File: src/rtl/lcd_pkg.sv
// Shared LCD command bytes, top-level state encoding and a small elaboration helper.
package lcd_pkg;

    localparam logic [7:0] LCD_FUNC_4BIT_2LINE = 8'h28;
    localparam logic [7:0] LCD_DISP_ON         = 8'h0C;
    localparam logic [7:0] LCD_ENTRY_INC       = 8'h06;
    localparam logic [7:0] LCD_CLEAR           = 8'h01;
    localparam logic [7:0] LCD_ROW_A_ADDR      = 8'h80;
    localparam logic [7:0] LCD_ROW_B_ADDR      = 8'hC0;
    localparam logic [3:0] LCD_WAKE_NIBBLE     = 4'h3;
    localparam logic [3:0] LCD_4BIT_NIBBLE     = 4'h2;

    typedef enum logic [2:0] {
        S_PWR,
        S_WAKE,
        S_CFG,
        S_LATCH,
        S_ADDR,
        S_DATA
    } lcd_state_t;

    function automatic logic [7:0] cfg_byte(input logic [1:0] idx);
        case (idx)
            2'd0:    cfg_byte = LCD_FUNC_4BIT_2LINE;
            2'd1:    cfg_byte = LCD_DISP_ON;
            2'd2:    cfg_byte = LCD_ENTRY_INC;
            default: cfg_byte = LCD_CLEAR;
        endcase
    endfunction

    function automatic int max2(input int a, input int b);
        max2 = (a > b) ? a : b;
    endfunction

endpackage

File: src/rtl/lcd_nibble_tx.sv
// One LCD nibble: 1 setup cycle, E high for E_PULSE_TICKS, then wait_ticks_i low; start_i always wins.
// done_o fires one cycle before the wait expires (wait_ticks_i >= 2) so a registered requester lands back-to-back.
module lcd_nibble_tx #(
    parameter int E_PULSE_TICKS = 25,
    parameter int TW            = 22
) (
    input  logic          clk,
    input  logic          reset,
    input  logic          start_i,
    input  logic [3:0]    nibble_i,
    input  logic          rs_i,
    input  logic [TW-1:0] wait_ticks_i,
    output logic          e_o,
    output logic          rs_o,
    output logic [3:0]    d_o,
    output logic          done_o
);

    typedef enum logic [1:0] {TX_IDLE, TX_SETUP, TX_PULSE, TX_WAIT} tx_state_t;

    localparam logic [TW-1:0] PULSE_LAST = TW'(E_PULSE_TICKS - 1);

    tx_state_t     state_q;
    logic [TW-1:0] cnt_q;
    logic [TW-1:0] wait_q;

    assign done_o = (state_q == TX_WAIT) && (cnt_q == wait_q - TW'(2));

    always_ff @(posedge clk) begin
        if (reset) begin
            state_q <= TX_IDLE;
            cnt_q   <= '0;
            wait_q  <= '0;
            e_o     <= 1'b0;
            rs_o    <= 1'b0;
            d_o     <= 4'h0;
        end else if (start_i) begin
            state_q <= TX_SETUP;
            cnt_q   <= '0;
            wait_q  <= wait_ticks_i;
            e_o     <= 1'b0;
            rs_o    <= rs_i;
            d_o     <= nibble_i;
        end else begin
            case (state_q)
                TX_SETUP: begin
                    e_o     <= 1'b1;
                    cnt_q   <= '0;
                    state_q <= TX_PULSE;
                end
                TX_PULSE: begin
                    if (cnt_q == PULSE_LAST) begin
                        e_o     <= 1'b0;
                        cnt_q   <= '0;
                        state_q <= TX_WAIT;
                    end else begin
                        cnt_q <= cnt_q + TW'(1);
                    end
                end
                TX_WAIT: begin
                    if (cnt_q == wait_q - TW'(1)) begin
                        state_q <= TX_IDLE;
                    end else begin
                        cnt_q <= cnt_q + TW'(1);
                    end
                end
                default: state_q <= TX_IDLE;
            endcase
        end
    end

endmodule

File: src/rtl/lcd_row_driver.sv
// Mirrors two 16-char rows onto an HD44780 16x2 LCD in 4-bit mode, forever, after power-up init.
// No upstream handshake: rows are snapshotted once per frame, so a frame never tears.
module lcd_row_driver #(
    parameter int E_PULSE_TICKS          = 25,
    parameter int NIBBLE_GAP_TICKS       = 100,
    parameter int CMD_WAIT_TICKS         = 5000,
    parameter int CLEAR_WAIT_TICKS       = 200000,
    parameter int INIT_NIBBLE_WAIT_TICKS = 500000,
    parameter int POWER_WAIT_TICKS       = 2000000
) (
    input  logic         clk,
    input  logic         reset,
    input  logic [127:0] row_A,
    input  logic [127:0] row_B,
    output logic         LCD_E,
    output logic         LCD_RS,
    output logic         LCD_RW,
    output logic [3:0]   LCD_D,
    output logic         frame_done
);

    import lcd_pkg::*;

    localparam int MAX_TICKS = max2(max2(max2(E_PULSE_TICKS, NIBBLE_GAP_TICKS),
                                         max2(CMD_WAIT_TICKS, CLEAR_WAIT_TICKS)),
                                    max2(INIT_NIBBLE_WAIT_TICKS, POWER_WAIT_TICKS));
    localparam int TW = $clog2(MAX_TICKS) + 1;

    localparam logic [TW-1:0] GAP_W  = TW'(NIBBLE_GAP_TICKS);
    localparam logic [TW-1:0] CMD_W  = TW'(CMD_WAIT_TICKS);
    localparam logic [TW-1:0] CLR_W  = TW'(CLEAR_WAIT_TICKS);
    localparam logic [TW-1:0] INIT_W = TW'(INIT_NIBBLE_WAIT_TICKS);
    // start is registered and the nibble TX loads one edge later, so launch two counts early.
    localparam logic [TW-1:0] PWR_LAST = TW'(POWER_WAIT_TICKS - 2);

    lcd_state_t    state_q;
    logic [TW-1:0] pwr_cnt_q;
    logic [TW-1:0] wait_q;
    logic [1:0]    step_q;
    logic [3:0]    idx_q;
    logic [3:0]    nib_q;
    logic          lo_q;
    logic          row_b_q;
    logic          start_q;
    logic          rs_q;
    logic          frame_done_q;
    logic [255:0]  shadow_q;
    logic          tx_done;
    logic [7:0]    cur_char;
    logic [7:0]    next_char;
    logic [7:0]    cfg_cur;
    logic [7:0]    cfg_next;

    // shadow_q shifts left one char per sent byte, so the current char is always the top byte.
    assign cur_char   = shadow_q[255:248];
    assign next_char  = shadow_q[247:240];
    assign cfg_cur    = cfg_byte(step_q);
    assign cfg_next   = cfg_byte(step_q + 2'd1);
    assign LCD_RW     = 1'b0;
    assign frame_done = frame_done_q;

    always_ff @(posedge clk) begin
        if (reset) begin
            state_q      <= S_PWR;
            pwr_cnt_q    <= '0;
            wait_q       <= '0;
            step_q       <= '0;
            idx_q        <= '0;
            nib_q        <= '0;
            lo_q         <= 1'b0;
            row_b_q      <= 1'b0;
            start_q      <= 1'b0;
            rs_q         <= 1'b0;
            frame_done_q <= 1'b0;
            shadow_q     <= '0;
        end else begin
            start_q      <= 1'b0;
            frame_done_q <= 1'b0;
            case (state_q)
                S_PWR: begin
                    if (pwr_cnt_q == PWR_LAST) begin
                        state_q <= S_WAKE;
                        step_q  <= '0;
                        start_q <= 1'b1;
                        nib_q   <= LCD_WAKE_NIBBLE;
                        rs_q    <= 1'b0;
                        wait_q  <= INIT_W;
                    end else begin
                        pwr_cnt_q <= pwr_cnt_q + TW'(1);
                    end
                end
                S_WAKE: if (tx_done) begin
                    if (step_q == 2'd3) begin
                        state_q <= S_CFG;
                        step_q  <= '0;
                        lo_q    <= 1'b0;
                        nib_q   <= LCD_FUNC_4BIT_2LINE[7:4];
                        wait_q  <= GAP_W;
                    end else begin
                        step_q  <= step_q + 2'd1;
                        nib_q   <= (step_q == 2'd2) ? LCD_4BIT_NIBBLE : LCD_WAKE_NIBBLE;
                        wait_q  <= INIT_W;
                    end
                    start_q <= 1'b1;
                    rs_q    <= 1'b0;
                end
                S_CFG: if (tx_done) begin
                    if (!lo_q) begin
                        lo_q    <= 1'b1;
                        start_q <= 1'b1;
                        nib_q   <= cfg_cur[3:0];
                        rs_q    <= 1'b0;
                        wait_q  <= (step_q == 2'd3) ? CLR_W : CMD_W;
                    end else begin
                        lo_q <= 1'b0;
                        if (step_q == 2'd3) begin
                            state_q <= S_LATCH;
                        end else begin
                            step_q  <= step_q + 2'd1;
                            start_q <= 1'b1;
                            nib_q   <= cfg_next[7:4];
                            rs_q    <= 1'b0;
                            wait_q  <= GAP_W;
                        end
                    end
                end
                S_LATCH: begin
                    shadow_q <= {row_A, row_B};
                    idx_q    <= '0;
                    row_b_q  <= 1'b0;
                    lo_q     <= 1'b0;
                    state_q  <= S_ADDR;
                    start_q  <= 1'b1;
                    nib_q    <= LCD_ROW_A_ADDR[7:4];
                    rs_q     <= 1'b0;
                    wait_q   <= GAP_W;
                end
                S_ADDR: if (tx_done) begin
                    start_q <= 1'b1;
                    if (!lo_q) begin
                        lo_q   <= 1'b1;
                        nib_q  <= row_b_q ? LCD_ROW_B_ADDR[3:0] : LCD_ROW_A_ADDR[3:0];
                        rs_q   <= 1'b0;
                        wait_q <= CMD_W;
                    end else begin
                        lo_q    <= 1'b0;
                        state_q <= S_DATA;
                        nib_q   <= cur_char[7:4];
                        rs_q    <= 1'b1;
                        wait_q  <= GAP_W;
                    end
                end
                S_DATA: if (tx_done) begin
                    if (!lo_q) begin
                        lo_q    <= 1'b1;
                        start_q <= 1'b1;
                        nib_q   <= cur_char[3:0];
                        rs_q    <= 1'b1;
                        wait_q  <= CMD_W;
                    end else begin
                        lo_q     <= 1'b0;
                        shadow_q <= {shadow_q[247:0], 8'h00};
                        idx_q    <= idx_q + 4'd1;
                        if (idx_q == 4'd15 && row_b_q) begin
                            frame_done_q <= 1'b1;
                            state_q      <= S_LATCH;
                        end else if (idx_q == 4'd15) begin
                            row_b_q <= 1'b1;
                            state_q <= S_ADDR;
                            start_q <= 1'b1;
                            nib_q   <= LCD_ROW_B_ADDR[7:4];
                            rs_q    <= 1'b0;
                            wait_q  <= GAP_W;
                        end else begin
                            start_q <= 1'b1;
                            nib_q   <= next_char[7:4];
                            rs_q    <= 1'b1;
                            wait_q  <= GAP_W;
                        end
                    end
                end
                default: state_q <= S_PWR;
            endcase
        end
    end

    lcd_nibble_tx #(
        .E_PULSE_TICKS (E_PULSE_TICKS),
        .TW            (TW)
    ) u_tx (
        .clk          (clk),
        .reset        (reset),
        .start_i      (start_q),
        .nibble_i     (nib_q),
        .rs_i         (rs_q),
        .wait_ticks_i (wait_q),
        .e_o          (LCD_E),
        .rs_o         (LCD_RS),
        .d_o          (LCD_D),
        .done_o       (tx_done)
    );

endmodule

File: config.mk
export PLATFORM = sky130hd
export DESIGN_NAME = lcd_row_driver
export DESIGN_NICKNAME = d
export VERILOG_FILES = /design/src/rtl/lcd_pkg.sv /design/src/rtl/lcd_nibble_tx.sv /design/src/rtl/lcd_row_driver.sv
export SDC_FILE = /design/constraint.sdc
export NUM_CORES = 1
export LEC_CHECK = 0
export CORE_ASPECT_RATIO = 1.75
export CORE_MARGIN = 2
export CORE_UTILIZATION = 54
export CTS_CLUSTER_DIAMETER = 200
export DETAILED_ROUTE_END_ITERATION = 12
export PLACE_DENSITY = 0.84
export SLEW_MARGIN = 20
export SYNTH_ARGS = -nofsm -noshare
export SYNTH_HDL_FRONTEND = slang
export SYNTH_SLANG_ARGS = --single-unit
File: constraint.sdc
create_clock -name clk -period 3.7 [get_ports clk]
set_input_delay 0.74 -clock clk [delete_from_list [all_inputs] [get_ports clk]]
set_output_delay 0.74 -clock clk [all_outputs]
set_load 0.005 [all_outputs]
==> results of run 1 <==
## sequential cells by signal, indices dropped and copies added (netlist names), 3 cells and up
| name | count |
|---|---|
| u_tx.cnt_q | 22 |
| idx_q | 4 |
| pwr_cnt_q | 22 |
| u_tx.d_o | 4 |
| u_tx.wait_q | 8 |
| wait_q | 8 |
| state_q | 3 |
| shadow_q | 256 |
| nib_q | 4 |
## Yosys cell counts, types with 3 or more instances
| master | number | area [sq um] |
|---|---|---|
| nor3_1 | 17 | 85.1 |
| a21oi_1 | 274 | 1370 |
| xor2_1 | 18 | 158 |
| and2_1 | 6 | 37.5 |
| a211oi_1 | 6 | 45.0 |
| ha_1 | 14 | 175 |
| o21ai_0 | 32 | 160 |
| a311oi_1 | 213 | 1870 |
| nand3b_1 | 4 | 30.0 |
| nor4_1 | 11 | 68.8 |
| nor2b_1 | 7 | 43.8 |
| nor2_1 | 83 | 312 |
| a311oi_2 | 38 | 571 |
| clkbuf_1 | 135 | 507 |
| and3_1 | 11 | 68.8 |
| a21o_1 | 3 | 22.5 |
| buf_2 | 28 | 140 |
| nor4b_1 | 6 | 52.6 |
| buf_4 | 12 | 90.1 |
| and4_1 | 6 | 52.6 |
| nand3_1 | 25 | 125 |
| xnor2_1 | 16 | 140 |
| nand4_1 | 11 | 68.8 |
| nand2b_1 | 5 | 31.3 |
| o2111ai_1 | 5 | 43.8 |
| o21ai_1 | 9 | 45.0 |
| o21bai_1 | 3 | 22.5 |
| a21oi_2 | 22 | 193 |
| buf_1 | 7 | 26.3 |
| nor3b_1 | 5 | 37.5 |
| inv_1 | 20 | 75.1 |
| buf_6 | 21 | 236 |
| nand2_1 | 544 | 2040 |
| or4_1 | 7 | 52.6 |
| o211ai_1 | 5 | 37.5 |
| buf_8 | 3 | 45.0 |
| o31ai_1 | 4 | 30.0 |
| or2_2 | 4 | 25.0 |
| dfxtp_1 | 342 | 6850 |
| or3_1 | 18 | 113 |
| mux2i_1 | 24 | 240 |
| o21a_1 | 3 | 22.5 |
## power by group through the flow
stage	Sequential [mW]	Clock [mW]	Combinational, mW
final	3.74	3.14	0.662
after global routing	3.74	3.32	0.714
after CTS	3.74	3.18	0.661
after detailed placement	3.82	0	0.657
after global placement	3.82	0	0.650
after floorplan	3.81	0	0.287
## critical path, cell delays in order, from the launching register on
cell,delay [ns]
dfxtp_1,0.30
inv_1,0.10
ha_1,0.25
ha_1,0.26
or4b_1,0.53
o21bai_2,0.22
nor2_1,0.07
nor4_2,0.31
buf_4,0.17
nand4_4,0.12
o21ai_4,0.22
buf_4,0.31
buf_4,0.21
a21oi_1,0.08
a311oi_1,0.27
## what timing repair did
item / CTS / global route
setup endpoints to repair: 0 / 203
resized for setup: 0 / 5
hold endpoints to repair: 0 / 0
## per-layer routing
layer | global-route usage [%] | vias to the layer above
li1 | - | 7790
met2 | 49.6 | 703
met1 | 34.5 | 7659
met4 | 20.2 | 0
met3 | 3.10 | 191
met5 | 0 | -
## final timing paths
path / from / end / slack, ns / depth (start not counted)
worst max-delay path: u_tx.wait_q[12]$_SDFFE_PP0P_ / shadow_q[25]$_SDFFE_PP0P_ / 0.19 / 14
worst min-delay path: shadow_q[237]$_SDFFE_PP0P_ / shadow_q[245]$_SDFFE_PP0P_ / 0.48 / 2
worst max register to register: u_tx.wait_q[12]$_SDFFE_PP0P_ / shadow_q[25]$_SDFFE_PP0P_ / 0.19 / 14
worst min register to register: shadow_q[237]$_SDFFE_PP0P_ / shadow_q[245]$_SDFFE_PP0P_ / 0.48 / 2
## through the flow
step                      power (mW)  hold slack (ns)
after global placement          4.47            0.460
after detailed placement        4.48            0.470
after floorplan                 4.10            0.446
final                           7.54            0.477
after global routing            7.77            0.497
after CTS                       7.57            0.479
## logic make-up (layout without fill, tap and decap cells)
group | Yosys count | count (layout)
and+or+nand+nor | 785 | 785
other | 1 | 10
adders and majority gates | 14 | 14
AOI/OAI and AO/OA | 641 | 641
DFF | 342 | 342
xor gates and xnor gates | 34 | 34
buffers and inverters | 226 | 408
muxes | 24 | 24
## layout make-up
cell class,count,share of cell area [%]
Timing Repair Buffer,333,16.6
Multi-Input combinational cell,1499,42.7
Inverter,20,0.364
Clock inverter,10,0.521
Antenna cell,9,0.109
Tap cell,391,2.37
Sequential cell,342,33.2
Clock buffer,45,4.21
==> results.json, run 1 <==
{
  "status": "completed",
  "seq_power_share_pct": 49.6,
  "crit_required_ns": 4.17,
  "cts_sinks": 342,
  "numPortBuffers": 264,
  "place_inst": 2585,
  "cellPowerDensity_nw_per_um2": 365,
  "drc": 0,
  "grt_pass1_wl_um": 78200,
  "viasPerCell": 6.17,
  "die_x_um": 137,
  "gp_congestion": 0.962,
  "wl_met1_um": 18200,
  "regArea_sq_um": 6850,
  "grt_antenna_before_repair": 9,
  "post-route-period-util_pct": 94.8,
  "combPwrFrac_pct": 8.8,
  "hold_viol_final": 0,
  "synth_compound_area_share_pct": 27.8,
  "rsz0062_at_grt": "true",
  "yosysSeqAreaShare_pct": 40.9,
  "routed.top_layer": "met4",
  "muxShareOfSynthArea_pct": 1.43,
  "ir_drop_mv": 0.348,
  "tightest_slew_ns": 0.983,
  "setup_viol_count_final": 0,
  "synthCells": 2067,
  "clk_latency_ns": 0.57,
  "rows": 85,
  "synthXorXnorAreaFrac_pct": 1.78,
  "min_path_type": "reg2reg",
  "cts_buffers": 31,
  "drt_iter0_drc": 1317,
  "area_growth_pct": 23.3,
  "clock_skew_ns": 0.00962,
  "synth_cell_types": 75,
  "critPathKind": "reg2reg",
  "wl_per_cell_um": 18.6,
  "core_sq_um": 30600,
  "fin_area_sq_um": 20600,
  "fin_tns_setup_ns": 0,
  "grtUsageTotal_pct": 29.4,
  "multi_input_area_sq_um": 8820,
  "cts_setup_buffers": 0,
  "cp.arrival_ns": 3.98,
  "synth_area_sq_um": 16700,
  "final_cell_mix": "nand2_1 (542), dfxtp_1 (342), a21oi_1 (274), clkdlybuf4s50_1 (263), a311oi_1 (211)",
  "final_nets": 2499,
  "fin_cells": 2649,
  "fmax_mhz": 285,
  "layout_commonest_cell": "nand2_1",
  "cp-start-kind": "flop",
  "nFillCells": 2450,
  "synth-edff-count": 0,
  "synth_simple_gate_area_share_pct": 20.3,
  "drv_cap": 0,
  "detail_route.first_pass.iterations": 7,
  "synth_top_family_by_area": "compound AO/OA/AOI/OAI gates",
  "timing.final.ws_setup_ns": 0.192,
  "grt_max_degree": 120,
  "routed_wl_um": 49200,
  "io_pins": 266,
  "detailed_place_hpwl_um": 34200,
  "wl_met3_um": 2540,
  "die_height_um": 237,
  "ys_warn_count": 0,
  "synth_ff_type": "dfxtp_1",
  "synthArstFlopShare_pct": 0,
  "synth_fp_nets": 2339,
  "vias": 16343,
  "die_area_sq_um": 32500,
  "leakagePower_nw": 6.99,
  "fin_util_pct": 67.4,
  "cts_tree": "built",
  "drtAntennaViolNets": 0,
  "initial_core_util_pct": 54.7,
  "slew-limit-headroom_pct": 34.4,
  "layout-drive-gt1-share_pct": 8.80,
  "cp_max_fo": 16,
  "dpl_worst_slack_ns": 0.163,
  "switching_share_pct": 22.7,
  "cts.reportedPaths.clkPinSlew_ns": 0.06,
  "dr_wl_met2_um": 24900,
  "ys_ff_latch": 342,
  "cp-end-kind": "flop",
  "p_int_mw": 5.83,
  "gr-total-overflow": 0,
  "synth_fa_ha_area_share_pct": 1.05,
  "fin_crit_ns": 3.51,
  "place_area_sq_um": 19600,
  "clockPowerShare_pct": 41.6,
  "syn_avg_cell_area_sq_um": 8.10,
  "grt_pass1_vias": 15793,
  "slew_viol_final": 0,
  "hold_buffers": 0,
  "root_buffer": "clkbuf_16",
  "clockBufferDepth": 3,
  "h-tree-depth": 1,
  "p_sw_mw": 1.71
}
Power figures use the tool's default switching activity.
==> run 2, diff against run 1 <==
ABC_CLOCK_PERIOD_IN_PS = 3700   (was unset)
CORE_UTILIZATION = 60   (was 54)
DONT_BUFFER_PORTS = 1   (was unset)
PLACE_DENSITY = 0.8   (was 0.84)
==> run 2 against run 1 <==
Non-clock buffer count decreased by 263. Clock power about the same. Register-to-register slack improved by 0.04 ns. Largest cell class unchanged.
==> results.json, run 2 (synthesis gave the netlist of run 1 again) <==
{
  "initial_core_util_pct": 61.3,
  "critPathKind": "reg2reg",
  "status": "completed",
  "slew-limit-headroom_pct": 32.7,
  "cp_max_fo": 31,
  "worst-r2r-setup-slack_ns": 0.23,
  "grt_antenna_before_repair": 2,
  "clk_latency_ns": 0.59,
  "fin_crit_ns": 3.47,
  "gp_congestion": 0.914,
  "totalPowerFinal_mw": 7.17,
  "cts.reportedPaths.clkPinSlew_ns": 0.07,
  "post-route-period-util_pct": 93.7,
  "regArea_sq_um": 6850,
  "grt_pass1_wl_um": 72300,
  "h-tree-depth": 1,
  "clockBufferDepth": 3,
  "setup_viol_count_final": 0,
  "detail_route.first_pass.iterations": 6,
  "cts_setup_buffers": 0,
  "grtUsageTotal_pct": 30.3,
  "crit_buf_inv": 4,
  "grtUsageMet2_pct": 50.9,
  "grt_max_degree": 323,
  "die_area_sq_um": 29300,
  "root_buffer": "clkbuf_16",
  "worst_path_max_delay_cell": "or4_4",
  "regMostFlops": "shadow_q",
  "cts_tree": "built",
  "worst_path_most_repeated_cell": "buf_12",
  "crit_required_ns": 4.18,
  "critical-path-top-delay-family": "simple AND/OR/NAND/NOR gates",
  "clock_skew_ns": 0.0136,
  "ctsResizeCount": 0,
  "fmax_mhz": 288,
  "drc": 0,
  "rsz0062_at_grt": "false",
  "use_met3_pct": 4.37,
  "multi_input_area_sq_um": 8820,
  "reg2reg_from": "u_tx.wait_q[12]$_SDFFE_PP0P_",
  "io_pins": 266,
  "cp.arrival_ns": 3.95,
  "gr-total-overflow": 0,
  "hold_viol_final": 0,
  "final_nets": 2235,
  "min_path_type": "in2reg",
  "nFillCells": 2352,
  "hold_buffers": 0,
  "grt_pass1_vias": 14186,
  "largest_reg_flops": 256,
  "final_cell_mix": "nand2_1 (542), dfxtp_1 (342), a21oi_1 (274), a311oi_1 (213), nor2_1 (83)",
  "layout-drive-gt1-share_pct": 10.2,
  "drv_cap": 0,
  "gr-usage-met1_pct": 37.0,
  "top_regs": "shadow_q (256), pwr_cnt_q (22), u_tx.cnt_q (22)",
  "die_height_um": 225,
  "leakagePower_nw": 5.96,
  "slew_viol_final": 0,
  "rows": 80,
  "wl_per_cell_um": 19.7,
  "numPortBuffers": 0,
  "grt-busiest-layer": "met2",
  "detailed_place_hpwl_um": 31100,
  "drt_iter0_drc": 1130,
  "cts_buffers": 30,
  "cp-end-kind": "flop",
  "cellPowerDensity_nw_per_um2": 399,
  "layout_commonest_cell": "nand2_1",
  "cts_sinks": 342,
  "worstPathCellList": "inv_1 > ha_2 > nor4b_1 > buf_4 > a21boi_1 > or4_4 > a21boi_4 > nand4_4 > o21ai_4 > buf_12 > buf_12 > a21oi_1 > a311oi_1",
  "hold_start": "reset",
  "tightest_slew_ns": 1.01,
  "die_x_um": 130,
  "vias": 15185,
  "routed_wl_um": 46300,
  "viasPerCell": 6.44,
  "cp-start-kind": "flop",
  "core_sq_um": 27300,
  "drtAntennaViolNets": 0,
  "crit_start": "u_tx.wait_q[12]$_SDFFE_PP0P_",
  "critPathMaxStageDelay_ns": 0.56,
  "area_growth_pct": 7.22,
  "ir_drop_mv": 0.356,
  "hold_ws_ns": 0.256,
  "fin_tns_setup_ns": 0
}
==> run 2: final timing paths <==
kind	to	cells past startpoint
worst max register to register	shadow_q[136]$_SDFFE_PP0P_	13
worst max-delay path	shadow_q[136]$_SDFFE_PP0P_	13
worst min register to register	shadow_q[95]$_SDFFE_PP0P_	2
worst min-delay path	u_tx.state_q[0]$_SDFFE_PP0P_	1
==> run 2: report_power, final <==
| part | internal [mW] | total, mW | switching (mW) |
|---|---|---|---|
| Sequential | 3.71 | 3.74 | 0.0251 |
| Clock | 1.69 | 3.11 | 1.42 |
| Combinational | 0.123 | 0.317 | 0.194 |
| Total | 5.52 | 7.17 | 1.64 |
==> run 2: routing by layer <==
| layer | share of wire [%] | up-vias |
|---|---|---|
| met5 | 0 | - |
| met4 | 6.1 | 0 |
| met3 | 5.7 | 136 |
| met2 | 49 | 558 |
| met1 | 39 | 7236 |
| li1 | - | 7255 |
==> run 2: worst reg2reg max path, delay by kind of cell (launching register included) <==
family,cells,cell delay [ns]
and+or+nand+nor,3,1.12
DFF,1,0.31
AOI/OAI and AO/OA,5,0.93
adders and majority gates,1,0.24
buffers and inverters,4,0.77
==> run 2: stage by stage <==
step	util [%]	cell area [sq um]	setup WS [ns]	instances
final	65.7	18000	0.231	2358
after global routing	65.7	18000	0.0457	2358
after CTS	65.6	17900	0.114	2356
after detailed placement	62.1	17000	0.187	2300
after global placement	62.1	17000	0.233	2300
after floorplan	-	16700	0.291	2067
==> run 2: final cells by class <==
| class | count | share of cell area, % |
|---|---|---|
| timing repair buffer | 70 | 4.32 |
| antenna | 2 | 0.0279 |
| clock buffer | 43 | 4.79 |
| clock inverter | 13 | 0.613 |
| tap | 369 | 2.57 |
| sequential | 342 | 38.1 |
| multi-input combinational | 1499 | 49.1 |
| inverter | 20 | 0.418 |
==> run 3, diff against run 2 <==
CORE_ASPECT_RATIO = unset   (was 1.75)
==> run 3 against run 2 <==
Non-clock buffer count decreased by 4. Final cell count increased by 0.25%. Core utilization about the same. Sequential cell count unchanged. Combinational power decreased by 6%. Die area decreased by 0.18%. Routed wire length decreased by 0.23%. Hold slack improved by 0.059 ns. Critical path depth decreased by 2. Worst setup slack got worse by 0.013 ns. Critical path type unchanged.
==> results.json, run 3 (synthesis gave the netlist of run 1 again) <==
{
  "grtUsageTotal_pct": 29.7,
  "grt_pass1_vias": 13790,
  "timing.final.ws_setup_ns": 0.218,
  "grt_pass1_wl_um": 71400,
  "routed_wl_um": 46200,
  "gp_congestion": 0.928,
  "root_buffer": "clkbuf_16",
  "numPortBuffers": 0,
  "drtAntennaViolNets": 0,
  "cp-end-kind": "flop",
  "die_area_sq_um": 29300,
  "nFillCells": 2359,
  "drv_cap": 0,
  "rows": 61,
  "totalPowerFinal_mw": 7.69,
  "slew_viol_final": 0,
  "regMostFlops": "shadow_q",
  "tightest_slew_ns": 1.06,
  "detailed_place_hpwl_um": 29500,
  "min_path_type": "in2reg",
  "clock_skew_ns": 0.0149,
  "cp_max_fo": 7,
  "fmax_mhz": 287,
  "place_inst": 2303,
  "cts_sinks": 342,
  "area_growth_pct": 8.42,
  "status": "completed",
  "drt_iter0_drc": 1831,
  "grtUsageMet2_pct": 46.9,
  "drc": 0,
  "post-route-period-util_pct": 94.1,
  "slew-limit-headroom_pct": 29.6,
  "fin_cells": 2364,
  "clk_latency_ns": 0.53,
  "dpl_worst_slack_ns": 0.261,
  "grt-busiest-layer": "met2",
  "largest_reg_flops": 256,
  "layout_commonest_cell": "nand2_1",
  "critPathKind": "reg2reg",
  "hold_viol_final": 0,
  "setup_viol_count_final": 0,
  "cellPowerDensity_nw_per_um2": 424,
  "use_met3_pct": 6.50,
  "hold_buffers": 0,
  "viasPerCell": 6.49,
  "cp-start-kind": "flop",
  "top_regs": "shadow_q (256), pwr_cnt_q (22), u_tx.cnt_q (22)",
  "detail_route.first_pass.iterations": 5,
  "wl_per_cell_um": 19.6,
  "io_pins": 266,
  "fin_crit_ns": 3.48,
  "gr-total-overflow": 0,
  "grt_max_degree": 323,
  "cts.reportedPaths.clkPinSlew_ns": 0.06,
  "leakagePower_nw": 6.05,
  "fin_area_sq_um": 18200,
  "gr-usage-met1_pct": 40.1,
  "die_height_um": 171,
  "cts_tree": "built",
  "final_cell_mix": "nand2_1 (542), dfxtp_1 (342), a21oi_1 (274), a311oi_1 (211), nor2_1 (83)",
  "core_sq_um": 27600,
  "clockBufferDepth": 3,
  "vias": 15351,
  "ir_drop_mv": 0.276,
  "n_antenna_cell": 0,
  "die_x_um": 171,
  "crit_required_ns": 4.12,
  "place_area_sq_um": 16900,
  "h-tree-depth": 2,
  "initial_core_util_pct": 60.6,
  "fin_util_pct": 65.7,
  "cts_buffers": 36,
  "layout-drive-gt1-share_pct": 10.4,
  "final_nets": 2237,
  "grt_antenna_before_repair": 0,
  "cp.arrival_ns": 3.90
}
==> run 3: cell count changes in the layout (fill, tap and decap cells not counted), sizes merged <==
cell / change
clkinvlp: -2
bufinv: +2
inv: +2
clkbuf: +5
diode: -2
clkinv: -2
buf: -6
==> run 3: per-stage QoR <==
stage	hold WS (ns)	setup TNS, ns
3_5_place_dp	0.466	0
6_report	0.315	0
4_1_cts	0.295	0
5_1_grt	0.288	-0.0106
3_3_place_gp	0.457	0
2_1_floorplan	0.446	0
==> run 3: routing by layer <==
layer	share of wire, %	vias up
li1	-	7278
met3	8.5	96
met1	42	7333
met5	0	-
met4	3.1	0
met2	46	644
==> run 3: critical path: stages, from the launching register on <==
cell and delay (ns):
dfxtp_1 0.30, inv_1 0.10, ha_2 0.23, ha_1 0.23
or4b_4 0.51, o21bai_1 0.19, o2111ai_1 0.13, nor4b_1 0.37
nand4b_2 0.32, o21ai_0 0.50, a211oi_1 0.16, a211oi_1 0.32
==> run 3: where the power goes <==
part	internal [mW]	switching, mW
combinational	0.122	0.176
sequential	3.71	0.0327
clock	2.14	1.51
==> run 3: path summary, 6_finish.rpt <==
kind | start | endpoint | slack, ns | depth (start not counted)
max reg2reg | u_tx.wait_q[12]$_SDFFE_PP0P_ | u_tx.state_q[0]$_SDFFE_PP0P_ | 0.22 | 11
max | u_tx.wait_q[12]$_SDFFE_PP0P_ | u_tx.state_q[0]$_SDFFE_PP0P_ | 0.22 | 11
min reg2reg | shadow_q[122]$_SDFFE_PP0P_ | shadow_q[130]$_SDFFE_PP0P_ | 0.47 | 2
min | reset | shadow_q[133]$_SDFFE_PP0P_ | 0.31 | 1
==> run 3: layout make-up <==
| class | count | area [sq um] | share of cell area, % |
|---|---|---|---|
| inverters | 20 | 75.1 | 0.414 |
| clock buffers | 46 | 1010 | 5.56 |
| repair buffers | 66 | 756 | 4.16 |
| well taps | 378 | 473 | 2.61 |
| flip-flops and latches | 342 | 6850 | 37.7 |
| multi-input cells | 1499 | 8820 | 48.6 |
| clock inverters | 13 | 170 | 0.937 |
==> run 3: what timing repair did <==
item,4_1_cts,5_1_grt
setup endpoints to repair,0,237
resized for setup,0,6
buffers inserted,0,1
